### src/rtl/vga_timing_gen.sv
// Raster timing generator: pixel/line counters with registered sync, active-video,
// active-area coordinates and line/frame strobes, all updated on the same edge.
module vga_timing_gen #(
  parameter int unsigned H_SYNC   = 96,
  parameter int unsigned H_BACK   = 48,
  parameter int unsigned H_ACTIVE = 640,
  parameter int unsigned H_FRONT  = 16,
  parameter int unsigned V_SYNC   = 2,
  parameter int unsigned V_BACK   = 33,
  parameter int unsigned V_ACTIVE = 480,
  parameter int unsigned V_FRONT  = 10,
  parameter bit          SYNC_POL = 1'b0
) (
  input  logic        clk,
  input  logic        rst,
  input  logic        ce,
  output logic [10:0] c1,
  output logic [10:0] c2,
  output logic        hsync,
  output logic        vsync,
  output logic        active,
  output logic [10:0] x,
  output logic [10:0] y,
  output logic        line_start,
  output logic        frame_start
);

  localparam int unsigned H_TOTAL = H_SYNC + H_BACK + H_ACTIVE + H_FRONT;
  localparam int unsigned V_TOTAL = V_SYNC + V_BACK + V_ACTIVE + V_FRONT;

  localparam logic [10:0] H_LAST = 11'(H_TOTAL - 1);
  localparam logic [10:0] V_LAST = 11'(V_TOTAL - 1);
  localparam logic [10:0] HA0    = 11'(H_SYNC + H_BACK);
  localparam logic [10:0] VA0    = 11'(V_SYNC + V_BACK);

  // Window bounds kept 12 bits wide so an end bound of exactly 2048 still compares correctly.
  localparam logic [11:0] HS_END = 12'(H_SYNC);
  localparam logic [11:0] VS_END = 12'(V_SYNC);
  localparam logic [11:0] HA_BEG = 12'(H_SYNC + H_BACK);
  localparam logic [11:0] HA_END = 12'(H_SYNC + H_BACK + H_ACTIVE);
  localparam logic [11:0] VA_BEG = 12'(V_SYNC + V_BACK);
  localparam logic [11:0] VA_END = 12'(V_SYNC + V_BACK + V_ACTIVE);

  logic [10:0] r_c1, r_c2, r_x, r_y;
  logic        r_hsync, r_vsync, r_active, r_line_start, r_frame_start;

  logic [10:0] w_c1_next, w_c2_next;
  logic [11:0] w_c1_ext, w_c2_ext;
  logic        w_active_next;

  always_comb begin
    w_c1_next = (r_c1 == H_LAST) ? 11'd0 : r_c1 + 11'd1;
    w_c2_next = r_c2;
    if (r_c1 == H_LAST) begin
      w_c2_next = (r_c2 == V_LAST) ? 11'd0 : r_c2 + 11'd1;
    end
    w_c1_ext = {1'b0, w_c1_next};
    w_c2_ext = {1'b0, w_c2_next};
    w_active_next = (w_c1_ext >= HA_BEG) && (w_c1_ext < HA_END) &&
                    (w_c2_ext >= VA_BEG) && (w_c2_ext < VA_END);
  end

  // Reset parks on the last front-porch pixel so the first enabled edge starts a frame.
  always_ff @(posedge clk) begin
    if (rst) begin
      r_c1          <= H_LAST;
      r_c2          <= V_LAST;
      r_hsync       <= ~SYNC_POL;
      r_vsync       <= ~SYNC_POL;
      r_active      <= 1'b0;
      r_x           <= 11'd0;
      r_y           <= 11'd0;
      r_line_start  <= 1'b0;
      r_frame_start <= 1'b0;
    end else if (ce) begin
      r_c1          <= w_c1_next;
      r_c2          <= w_c2_next;
      r_hsync       <= (w_c1_ext < HS_END) ? SYNC_POL : ~SYNC_POL;
      r_vsync       <= (w_c2_ext < VS_END) ? SYNC_POL : ~SYNC_POL;
      r_active      <= w_active_next;
      r_x           <= w_active_next ? (w_c1_next - HA0) : 11'd0;
      r_y           <= w_active_next ? (w_c2_next - VA0) : 11'd0;
      r_line_start  <= (w_c1_next == 11'd0);
      r_frame_start <= (w_c1_next == 11'd0) && (w_c2_next == 11'd0);
    end else begin
      r_line_start  <= 1'b0;
      r_frame_start <= 1'b0;
    end
  end

  assign c1          = r_c1;
  assign c2          = r_c2;
  assign hsync       = r_hsync;
  assign vsync       = r_vsync;
  assign active      = r_active;
  assign x           = r_x;
  assign y           = r_y;
  assign line_start  = r_line_start;
  assign frame_start = r_frame_start;

endmodule

### config.mk
export PLATFORM = sky130hd
export DESIGN_NAME = vga_timing_gen
export DESIGN_NICKNAME = d
export VERILOG_FILES = /design/src/rtl/vga_timing_gen.sv
export SDC_FILE = /design/constraint.sdc
export NUM_CORES = 1
export LEC_CHECK = 0
export CAP_MARGIN = 20
export CORE_MARGIN = 1.5
export CORE_UTILIZATION = 54
export CTS_CLUSTER_SIZE = 28
export DETAILED_ROUTE_END_ITERATION = 7
export GPL_TIMING_DRIVEN = 0
export PLACE_DENSITY = 0.87
export SYNTH_ARGS = -nofsm -noshare
export SYNTH_HDL_FRONTEND = slang
export SYNTH_SLANG_ARGS = --single-unit
### constraint.sdc
create_clock -name clk -period 3.3 [get_ports clk]
set_input_delay 0.99 -clock clk [delete_from_list [all_inputs] [get_ports clk]]
set_output_delay 0.99 -clock clk [all_outputs]
set_load 0.02 [all_outputs]
==> flow_summary.html, run 1 <==
<table>
<tr><th>Metric</th><th>Value</th></tr>
<tr><th colspan="2">Outcome</th></tr>
<tr><td>Result of the run</td><td>finished, final reports clean</td></tr>
<tr><th colspan="2">Yosys</th></tr>
<tr><td>Number of enable-type register cells in the synthesized netlist</td><td>0</td></tr>
<tr><td>Post-synth ARST share</td><td>0</td></tr>
<tr><td>Cells taking the most area after synthesis</td><td>sky130_fd_sc_hd__dfxtp_1, sky130_fd_sc_hd__o31ai_2, sky130_fd_sc_hd__nand2_1</td></tr>
<tr><td>Count of cell types in the netlist</td><td>76</td></tr>
<tr><td>Share of Yosys cell area claimed by the top area cell type</td><td>0.299</td></tr>
<tr><td>Most common cell in the netlist</td><td>sky130_fd_sc_hd__dfxtp_1</td></tr>
<tr><td>Number of warning messages in the yosys log</td><td>0</td></tr>
<tr><td>Sequential-to-total area share from yosys stat</td><td>0.299</td></tr>
<tr><td>Library cell occupying the most area in the post-synthesis netlist</td><td>sky130_fd_sc_hd__dfxtp_1</td></tr>
<tr><td>Gate count of the mapped netlist</td><td>369</td></tr>
<tr><td>Mapped Avg Cell Area</td><td>8.89 sq um</td></tr>
<tr><td>Commonest cells post-synth</td><td>sky130_fd_sc_hd__dfxtp_1, sky130_fd_sc_hd__nand2_1, sky130_fd_sc_hd__nor2_1</td></tr>
<tr><td>Most instantiated flip-flop cell in the synthesis netlist</td><td>sky130_fd_sc_hd__dfxtp_1</td></tr>
<tr><td>Mapped Nets</td><td>380</td></tr>
<tr><td>Total of flip-flops plus latches after synthesis</td><td>49</td></tr>
<tr><td>Post-synthesis cell area</td><td>0.00328 sq mm</td></tr>
<tr><th colspan="2">Drt</th></tr>
<tr><td>TritonRoute pass-1 iters</td><td>5</td></tr>
<tr><td>Number of vias per cell after detailed routing</td><td>6.03</td></tr>
<tr><td>Uppermost layer routed</td><td>met4</td></tr>
<tr><td>Antenna Violating Nets Remaining</td><td>0</td></tr>
<tr><td>Per-cell routed wire length</td><td>17.0 um</td></tr>
<tr><td>Met2 WL</td><td>3.96 mm</td></tr>
<tr><td>Starting DRT DRC Count</td><td>230</td></tr>
<tr><td>Length of routed wiring on met1</td><td>3.77 mm</td></tr>
<tr><td>Detailed route wirelength on metal3</td><td>655 um</td></tr>
<tr><td>Vias after detailed routing</td><td>3028</td></tr>
<tr><td>Detailed-route DRC error count</td><td>0</td></tr>
<tr><td>Detailed-route wire length</td><td>8.51 mm</td></tr>
<tr><th colspan="2">Die</th></tr>
<tr><td>Initial Util</td><td>0.558</td></tr>
<tr><td>Die area</td><td>0.00655 sq mm</td></tr>
<tr><td>Core box area</td><td>0.00589 sq mm</td></tr>
<tr><td>Row count</td><td>28</td></tr>
<tr><td>I/O Pins</td><td>52</td></tr>
<tr><td>Die W</td><td>81.0 um</td></tr>
<tr><td>Vertical extent of the die</td><td>81.0 um</td></tr>
<tr><th colspan="2">Setup path</th></tr>
<tr><td>CP Data Required Time</td><td>3.50 ns</td></tr>
<tr><td>Crit Path Max Fanout</td><td>9</td></tr>
<tr><td>Cell family contributing the most delay on the critical path</td><td>simple AND/OR/NAND/NOR gates</td></tr>
<tr><td>Buffering stage count on the worst path with inverters included</td><td>3</td></tr>
<tr><td>Element type at the critical path start</td><td>flop</td></tr>
<tr><td>Data arrival time of the critical path</td><td>3.35 ns</td></tr>
<tr><td>Crit path max-delay cell type</td><td>sky130_fd_sc_hd__or3_1</td></tr>
<tr><td>Critical path's largest stage delay</td><td>0.41 ns</td></tr>
<tr><td>Critical path class</td><td>flop to flop</td></tr>
<tr><td>Critical path endpoint category</td><td>flop</td></tr>
<tr><td>Crit path cell chain</td><td>buf_2, inv_1, ha_1, nor4b_4, and4b_2, nor3_1, a21oi_2, inv_1, ha_1, or3_1, o21bai_1, a31oi_1, o41ai_1</td></tr>
<tr><th colspan="2">Global routing</th></tr>
<tr><td>Number of global-route vias before repair</td><td>2736</td></tr>
<tr><td>Sum of overflow across all layers after global routing</td><td>0</td></tr>
<tr><td>Largest net degree at the start of global routing</td><td>16</td></tr>
<tr><td>Overall Global Routing Usage</td><td>0.271</td></tr>
<tr><td>Global-route wire length before repair</td><td>13.5 mm</td></tr>
<tr><td>Antenna violations before repair</td><td>0</td></tr>
<tr><th colspan="2">Place</th></tr>
<tr><td>Cell area reported after detailed placement</td><td>0.00387 sq mm</td></tr>
<tr><td>Buffers on Ports</td><td>49</td></tr>
<tr><td>Final HPWL from detailed placement</td><td>6.23 mm</td></tr>
<tr><td>Global placer's final weighted congestion</td><td>0.957</td></tr>
<tr><th colspan="2">Clock tree</th></tr>
<tr><td>Number of clock sinks seen by CTS</td><td>49</td></tr>
<tr><td>Clock tree from TritonCTS</td><td>built</td></tr>
<tr><td>CTS clock-pin slew for the worst setup and hold paths</td><td>0.10 ns</td></tr>
<tr><td>Level count of the clock H-tree</td><td>2</td></tr>
<tr><td>Clk root buf</td><td>sky130_fd_sc_hd__clkbuf_8</td></tr>
<tr><td>CTS Buf Count</td><td>5</td></tr>
<tr><td>Hold-fix buffers at CTS</td><td>0</td></tr>
<tr><td>Clock latency of the later-clocked register in the worst-skew pair</td><td>0.31 ns</td></tr>
<tr><td>Max Buffers Root-to-Sink</td><td>2</td></tr>
<tr><th colspan="2">Power and ir drop</th></tr>
<tr><td>Leakage power of the design</td><td>1.49 nW</td></tr>
<tr><td>Worst ir drop on vdd</td><td>0.000216 V</td></tr>
<tr><td>Total power draw</td><td>1.59 mW</td></tr>
<tr><td>Power Dens Cells</td><td>399 mW/mm^2</td></tr>
<tr><th colspan="2">Timing</th></tr>
<tr><td>Highest achievable clock rate</td><td>317 MHz</td></tr>
<tr><td>Min Clock Period, post-route</td><td>3.16 ns</td></tr>
<tr><td>Slew @ Worst Pin</td><td>0.790 ns</td></tr>
<tr><td>Number of hold-slack violations in the final timing report</td><td>0</td></tr>
<tr><td>Period utilization</td><td>0.956</td></tr>
<tr><td>Max Transition Viols Final</td><td>0</td></tr>
<tr><td>Max-slew headroom</td><td>0.467</td></tr>
<tr><td>Finish-stage setup viols</td><td>0</td></tr>
<tr><td>RSZ-0062 raised after global routing</td><td>true</td></tr>
<tr><td>Worst setup skew after layout</td><td>0.00700 ns</td></tr>
<tr><th colspan="2">Job</th></tr>
<tr><td>Max-cap violations</td><td>0</td></tr>
<tr><th colspan="2">Finish</th></tr>
<tr><td>Count of nets after finishing</td><td>437</td></tr>
<tr><td>Final non-filler cell area</td><td>0.00398 sq mm</td></tr>
<tr><td>Antenna cells</td><td>0</td></tr>
<tr><td>Area growth from synthesis to layout</td><td>21.3%</td></tr>
<tr><td>Final core utilization</td><td>0.676</td></tr>
<tr><td>Share of final-layout standard cells stronger than drive strength 1</td><td>0.190</td></tr>
<tr><th colspan="2">Min path</th></tr>
<tr><td>Kind of path behind the tightest hold check</td><td>flop to flop</td></tr>
</table>
per-layer routing:
layer,vias to the layer above,GRT usage
met5,-,0
met4,0,0.0948
met2,123,0.442
met3,14,0.0382
met1,1441,0.366
li1,1450,-
kinds of logic after synthesis:
logic type / count (synthesis) / synth area share
buf+inv: 43 / 0.0717
flops: 49 / 0.299
simple gates: 145 / 0.261
compound gates: 90 / 0.245
fa+ha+maj: 8 / 0.0305
mux: 4 / 0.0130
xor+xnor: 30 / 0.0801
power breakdown:
group	internal (mW)	switching (mW)	total (mW)
registers	0.616	0.0291	0.646
logic	0.226	0.355	0.581
clock network	0.147	0.216	0.362
total	0.989	0.599	1.59
what timing repair did:
item	in CTS	in global routing
gates resized for setup	3	1
buffers inserted	0	2
endpoints found under the setup margin	23	21
final cells by class:
class | instances | area [sq um]
clock inverter | 3 | 17.5
timing repair buffer | 51 | 505
multi-input combinational | 277 | 2080
buffer | 27 | 175
tap | 75 | 93.8
sequential | 49 | 982
clock buffer | 5 | 68.8
fill | 471 | 1900
inverter | 15 | 56.3
registers in the layout, indices dropped and copies added, names as in the netlist:
name         flops
hsync            1
vsync            1
y               11
line_start       1
frame_start      1
x               11
active           1
c1              11
c2              11
cells in the final DEF (no fill, tap or decap), types with 8 or more instances in the layout:
master and instances:
sky130_fd_sc_hd__a21oi_1 13, sky130_fd_sc_hd__buf_6 8, sky130_fd_sc_hd__ha_1 8, sky130_fd_sc_hd__dfxtp_1 48, sky130_fd_sc_hd__clkdlybuf4s50_1 49, sky130_fd_sc_hd__clkbuf_1 11
sky130_fd_sc_hd__o21ai_0 11, sky130_fd_sc_hd__nor2_1 22, sky130_fd_sc_hd__xnor2_1 18, sky130_fd_sc_hd__nand2_1 43, sky130_fd_sc_hd__inv_1 15, sky130_fd_sc_hd__xor2_1 12
sky130_fd_sc_hd__nand3_1 12, sky130_fd_sc_hd__nor3_1 13, sky130_fd_sc_hd__o31ai_2 18
final timing paths:
check,start,to,depth (start not counted),slack [ns]
hold / removal,y[8],y[8],2,0.46
setup / recovery,c2[1],y[10],13,0.14
setup reg to reg,c2[1],y[10],13,0.14
hold reg to reg,y[8],y[8],2,0.46
per-stage QoR:
| stage | setup WS (ns) | setup TNS [ns] | hold slack, ns | std cells |
|---|---|---|---|---|
| global placement | -0.344 | -7.15 | 0.441 | 493 |
| detailed placement | -0.420 | -8.87 | 0.439 | 493 |
| floorplan | 0.206 | 0 | 0.531 | 369 |
| finish | 0.144 | 0 | 0.460 | 502 |
| CTS | 0.0809 | 0 | 0.460 | 500 |
| global route | -0.0215 | -0.0648 | 0.478 | 502 |
worst min-delay path, delay by kind of cell (launching register included):
kind	cells	cell delay (ns)
AOI/OAI and AO/OA	1	0.05
DFF	1	0.34
and+or+nand+nor	1	0.05
Note: power is estimated with default switching activity, not from simulation.
==> inputs of run 2 (changes only) <==
Settings changed: CORE_MARGIN 1.5 to unset, RECOVER_POWER set to 100.
==> flow_summary.html, run 2 (same netlist as run 1, synthesis figures left out) <==
<table>
<tr><th>Metric</th><th>Value</th></tr>
<tr><th colspan="2">Drt</th></tr>
<tr><td>Detailed-route wire length</td><td>9.08 mm (+6.7%)</td></tr>
<tr><td>Antenna Violating Nets Remaining</td><td>0 (unchanged)</td></tr>
<tr><td>Starting DRT DRC Count</td><td>207 (-10%)</td></tr>
<tr><td>Per-cell routed wire length</td><td>18.0 um (+6.3%)</td></tr>
<tr><td>TritonRoute pass-1 iters</td><td>5 (unchanged)</td></tr>
<tr><td>Vias after detailed routing</td><td>3034 (+0.20%)</td></tr>
<tr><td>Number of vias per cell after detailed routing</td><td>6.02 (-0.20%)</td></tr>
<tr><td>Detailed-route DRC error count</td><td>0 (unchanged)</td></tr>
<tr><th colspan="2">Die</th></tr>
<tr><td>Initial Util</td><td>0.558 (unchanged)</td></tr>
<tr><td>Die area</td><td>0.00639 sq mm (-2.5%)</td></tr>
<tr><td>Vertical extent of the die</td><td>80.0 um (-1.2%)</td></tr>
<tr><td>Die W</td><td>80.0 um (-1.2%)</td></tr>
<tr><td>I/O Pins</td><td>52 (unchanged)</td></tr>
<tr><td>Core box area</td><td>0.00589 sq mm (unchanged)</td></tr>
<tr><td>Row count</td><td>28 (unchanged)</td></tr>
<tr><th colspan="2">Setup path</th></tr>
<tr><td>R2R depth</td><td>11 (-2)</td></tr>
<tr><td>Cell family contributing the most delay on the critical path</td><td>compound AO/OA/AOI/OAI gates</td></tr>
<tr><td>Crit path max-delay cell type</td><td>sky130_fd_sc_hd__mux2_2</td></tr>
<tr><td>Crit Path Max Fanout</td><td>10 (+1)</td></tr>
<tr><td>Crit path cell chain</td><td>ha_1, buf_6, nand4_4, buf_6, nor4_1, mux2_2, a211oi_4, a41o_2, nand4_4, buf_6, o31ai_2</td></tr>
<tr><td>Element type at the critical path start</td><td>flop</td></tr>
<tr><td>FF-to-FF setup slack</td><td>0.18 ns (+0.03 ns)</td></tr>
<tr><td>Crit path top cell by count</td><td>sky130_fd_sc_hd__buf_6</td></tr>
<tr><td>Worst reg2reg path startpoint</td><td>c1[0]</td></tr>
<tr><td>CP Data Required Time</td><td>3.52 ns (+0.02 ns)</td></tr>
<tr><td>Reg-to-reg endpoint</td><td>x[7]</td></tr>
<tr><td>Critical path's largest stage delay</td><td>0.47 ns (+0.06 ns)</td></tr>
<tr><td>Critical path class</td><td>flop to flop</td></tr>
<tr><td>Data arrival time of the critical path</td><td>3.34 ns (about the same)</td></tr>
<tr><td>Critical path endpoint category</td><td>flop</td></tr>
<tr><td>Buffering stage count on the worst path with inverters included</td><td>3 (unchanged)</td></tr>
<tr><th colspan="2">Global routing</th></tr>
<tr><td>Global-route wire length before repair</td><td>14.2 mm (+5.1%)</td></tr>
<tr><td>Antenna violations before repair</td><td>0 (unchanged)</td></tr>
<tr><td>Met3 routing resource usage after global routing</td><td>0.0457 (+0.00751)</td></tr>
<tr><td>Global-route met2 utilization</td><td>0.509 (+0.0677)</td></tr>
<tr><td>Number of global-route vias before repair</td><td>2844 (+3.9%)</td></tr>
<tr><td>Met1 Resource Use GR</td><td>0.363 (-0.00313)</td></tr>
<tr><td>Overall Global Routing Usage</td><td>0.292 (+0.0208)</td></tr>
<tr><td>Peak-usage layer in the global routing report</td><td>met2</td></tr>
<tr><td>Largest net degree at the start of global routing</td><td>16 (unchanged)</td></tr>
<tr><td>Sum of overflow across all layers after global routing</td><td>0 (unchanged)</td></tr>
<tr><th colspan="2">Clock tree</th></tr>
<tr><td>CTS clock-pin slew for the worst setup and hold paths</td><td>0.10 ns (about the same)</td></tr>
<tr><td>Hold-fix buffers at CTS</td><td>0 (unchanged)</td></tr>
<tr><td>CTS Buf Count</td><td>5 (unchanged)</td></tr>
<tr><td>Clk root buf</td><td>sky130_fd_sc_hd__clkbuf_8</td></tr>
<tr><td>Clock latency of the later-clocked register in the worst-skew pair</td><td>0.31 ns (about the same)</td></tr>
<tr><td>Level count of the clock H-tree</td><td>2 (unchanged)</td></tr>
<tr><td>Clock tree from TritonCTS</td><td>built</td></tr>
<tr><td>Max Buffers Root-to-Sink</td><td>2 (unchanged)</td></tr>
<tr><td>Number of clock sinks seen by CTS</td><td>49 (unchanged)</td></tr>
<tr><th colspan="2">Finish</th></tr>
<tr><td>Final non-filler cell area</td><td>0.00406 sq mm (+1.9%)</td></tr>
<tr><td>Fillers</td><td>471 (unchanged)</td></tr>
<tr><td>Most frequent standard cell in the layout excluding fill and tap cells</td><td>sky130_fd_sc_hd__dfxtp_1</td></tr>
<tr><td>Count of nets after finishing</td><td>439 (+0.46%)</td></tr>
<tr><td>Area growth from synthesis to layout</td><td>23.6%</td></tr>
<tr><td>Antenna cells</td><td>0 (unchanged)</td></tr>
<tr><td>Share of final-layout standard cells stronger than drive strength 1</td><td>0.205 (+0.0154)</td></tr>
<tr><td>Final core utilization</td><td>0.689 (+0.0130)</td></tr>
<tr><td>Commonest cells after routing, fill and taps aside</td><td>sky130_fd_sc_hd__dfxtp_1, sky130_fd_sc_hd__nand2_1, sky130_fd_sc_hd__dlygate4sd3_1, sky130_fd_sc_hd__nor2_1</td></tr>
<tr><th colspan="2">Min path</th></tr>
<tr><td>Capture endpoint of the worst hold path</td><td>y[10]</td></tr>
<tr><td>Origin of the worst min-delay path</td><td>y[10]</td></tr>
<tr><td>Instance count along the most critical hold path</td><td>2 (unchanged)</td></tr>
<tr><td>Kind of path behind the tightest hold check</td><td>flop to flop</td></tr>
<tr><th colspan="2">Timing</th></tr>
<tr><td>Number of hold-slack violations in the final timing report</td><td>0 (unchanged)</td></tr>
<tr><td>Highest achievable clock rate</td><td>320 MHz (+1.0%)</td></tr>
<tr><td>Max Transition Viols Final</td><td>0 (unchanged)</td></tr>
<tr><td>Finish-stage setup viols</td><td>0 (unchanged)</td></tr>
<tr><td>Minimum hold slack</td><td>0.448 ns (-0.0122 ns)</td></tr>
<tr><td>Worst setup skew after layout</td><td>0.0103 ns (+0.00332 ns)</td></tr>
<tr><td>Max-slew headroom</td><td>0.392 (-0.0755)</td></tr>
<tr><td>Period utilization</td><td>0.947 (-0.00945)</td></tr>
<tr><td>Slew @ Worst Pin</td><td>0.903 ns (+0.112 ns)</td></tr>
<tr><td>Min Clock Period, post-route</td><td>3.12 ns (-0.0312 ns)</td></tr>
<tr><th colspan="2">Place</th></tr>
<tr><td>Cell area reported after detailed placement</td><td>0.00387 sq mm (unchanged)</td></tr>
<tr><td>Buffers on Ports</td><td>49 (unchanged)</td></tr>
<tr><td>Final HPWL from detailed placement</td><td>6.44 mm (+3.4%)</td></tr>
<tr><td>Global placer's final weighted congestion</td><td>0.949 (-0.81%)</td></tr>
<tr><th colspan="2">Job</th></tr>
<tr><td>Max-cap violations</td><td>0 (unchanged)</td></tr>
<tr><th colspan="2">Outcome</th></tr>
<tr><td>Result of the run</td><td>finished, final reports clean</td></tr>
<tr><th colspan="2">Power and ir drop</th></tr>
<tr><td>Total power draw</td><td>1.76 mW (+11%)</td></tr>
<tr><td>Worst ir drop on vdd</td><td>0.000223 V (+3.3%)</td></tr>
<tr><td>Power Dens Cells</td><td>433 mW/mm^2 (+8.5%)</td></tr>
<tr><td>Leakage power of the design</td><td>1.60 nW (+7.8%)</td></tr>
</table>
-- run 2: cell count changes in the layout (fill, tap and decap cells not counted), sizes merged --
cell and delta:
clkdlybuf4s50 -34, dlygate4sd3 +34, buf +2, bufinv +2, clkinv -1, clkinvlp -1
-- run 2: how the worst max path moves through the flow --
stage	start	slack (ns)	cells past startpoint	endpoint
after detailed placement	c1[0]	-0.41	14	y[0]
final	c1[0]	0.18	11	x[7]
after global routing	c2[1]	-0.02	13	y[8]
after floorplan	c1[0]	0.21	13	y[0]
after global placement	c1[0]	-0.33	14	y[0]
after CTS	c2[1]	0.02	14	y[0]
-- run 2: what timing repair did --
action / in CTS / in global routing
pin swaps: 0 / 3
setup buffers: 0 / 4
endpoints found under the setup margin: 23 / 23
cloned: 0 / 0
gates resized for setup: 3 / 8
-- run 2: worst min-delay path: stages, from the launching register on --
cell and delay, ns:
sky130_fd_sc_hd__dfxtp_1 0.33, sky130_fd_sc_hd__nand2_1 0.05, sky130_fd_sc_hd__o41ai_1 0.05
-- run 2: layer usage --
| metal | part of all wire | wire length [um] |
|---|---|---|
| met5 | 0 | 0 |
| met4 | 0.032 | 292 |
| met3 | 0.062 | 565 |
| met2 | 0.48 | 4360 |
| met1 | 0.43 | 3870 |
-- run 2: where the power goes --
group | internal, mW | switching, mW | total (mW)
registers | 0.616 | 0.0301 | 0.646
logic | 0.229 | 0.365 | 0.594
clock network | 0.301 | 0.215 | 0.516
total | 1.15 | 0.610 | 1.76
-- run 2: final cells by class --
type,count,area [sq um],area share
Buffer,27,178,0.0438
Clock buffer,5,68.8,0.0170
Clock inverter,3,65.1,0.0160
Inverter,15,56.3,0.0139
Multi-Input combinational cell,277,2090,0.516
Sequential cell,49,982,0.242
Tap cell,75,93.8,0.0231
Timing Repair Buffer,53,520,0.128
-- run 2: metrics by stage --
step	setup TNS, ns	setup slack (ns)	cells
6_report	0	0.175	504
5_1_grt	-0.0181	-0.0181	504
4_1_cts	0	0.0222	500
3_5_place_dp	-8.48	-0.406	493
3_3_place_gp	-6.83	-0.330	493
2_1_floorplan	0	0.206	369
==> inputs of run 3 (changes only) <==
Settings changed: SLEW_MARGIN set to 0.
==> results of run 3 <==
No change in the layout: final DEF, timing and power equal those of run 2.
==> RTL edit: new RTL, flow settings as in run 3 <==
Change the parameter `SYNC_POL` from 1'b0 to 1'b1.
--- a/src/rtl/vga_timing_gen.sv
+++ b/src/rtl/vga_timing_gen.sv
@@ -10,5 +10,5 @@
   parameter int unsigned V_ACTIVE = 480,
   parameter int unsigned V_FRONT  = 10,
-  parameter bit          SYNC_POL = 1'b0
+  parameter bit          SYNC_POL = 1'b1
 ) (
   input  logic        clk,
Formal check against the unedited RTL: not equivalent (Yosys sat finds a counterexample within 4 cycles, from zero or initial values and one cycle with rst high).
==> RTL edit against run 3 <==
- power decreased by 7.4%
- routed wire length shrank 17%
- count of clock-buffer cells in the layout up 2
- synthesized area is 11% lower
- global-route usage shrank 1.3 points
- clock power shrank 12%
- sequential cell count is the same
- final area decreased by 9.1%
- largest cell class unchanged
- worst setup slack worse by 32 ps
- highest routed layer unchanged
- clock skew increased by 1.3 ps
- utilization up 2.4 points
- critical path depth unchanged
==> RTL edit: results (changes against run 3) <==
status finished clean; skew final 11.6 ps (+1.28 ps); P_leak 0.00159 µW (-0.85%); Layout Nets 413 (-5.9%); clock root cell clkbuf_8; wire per inst 16.0 µm (-11%); Detailed Route WL 7580 µm (-17%); PortBufs 50 (+2.0%); vias after detailed routing 2831 (-6.7%); P_seq 648 µW (about the same); register area share after synthesis 0.335 (+0.0363); crit path DAT 3410 ps (+70 ps); Power Clock 455 µW (-12%); Logic power comb 524 µW (-12%); first-pass GRT wire length 12000 µm (-16%); xor/xnor share of the synthesized area 0.0928 (+0.0127); TritonRoute pass-1 iters 4 (-1); synth top area cells dfxtp_1 34%, a22o_1 6.9%, xnor2_1 5.4%; Tot GR Track Use 0.279 (-0.0127); vias in the first global route 2465 (-13%); share of cells above drive strength 1 0.107 (-0.0984); postcts setup bufs 1 (+1); Post-Synth Adder-Cell Area 0.0342 (+0.00370); DR iter-0 viols 180 (-13%); worst vdd ir 0.232 mV (+4.2%); gpl congestion 0.948 (-0.12%); Switching Share 0.338 (-0.00895); portion of netlist area occupied by mux cells 0.0154 (+0.00243); cell count after synthesis 344 (-6.8%); Filler Cell Count 416 (-12%); slowest library cell on the worst path mux2i_1; Distinct cells, synth 62 (-18%); Placed Area 3510 µm² (-9.1%); post-CTS sizing 4 (+1); complex-gate fraction of the synthesized area 0.221 (-0.0241); placed cell count 464 (-5.9%); Worst Path Max Fanout 10 (unchanged)
==> RTL edit: final cells by class <==
type	count	area [µm²]	share of cell area
Clock buffer	7	86.3	0.0234
Buffer	29	151	0.0410
Sequential cell	49	983	0.267
Inverter	10	37.5	0.0102
Multi-Input combinational cell	256	1810	0.489
Tap cell	70	87.6	0.0237
Timing Repair Buffer	51	508	0.138
Clock inverter	1	30.0	0.00814
==> RTL edit: path summary, 6_finish.rpt <==
| path | start | depth (start not counted) | slack, ps | end |
|---|---|---|---|---|
| min | active | 1 | 460 | active |
| min reg2reg | active | 1 | 460 | active |
| max | c1[0] | 11 | 140 | y[6] |
| max reg2reg | c1[0] | 11 | 140 | y[6] |
==> RTL edit: routing by layer <==
layer | vias up | track usage | wire [µm]
li1 | 1352 | - | -
met2 | 132 | 0.439 | 3410
met4 | 0 | 0.0864 | 106
met1 | 1335 | 0.390 | 3480
met3 | 12 | 0.0489 | 578
met5 | - | 0 | 0
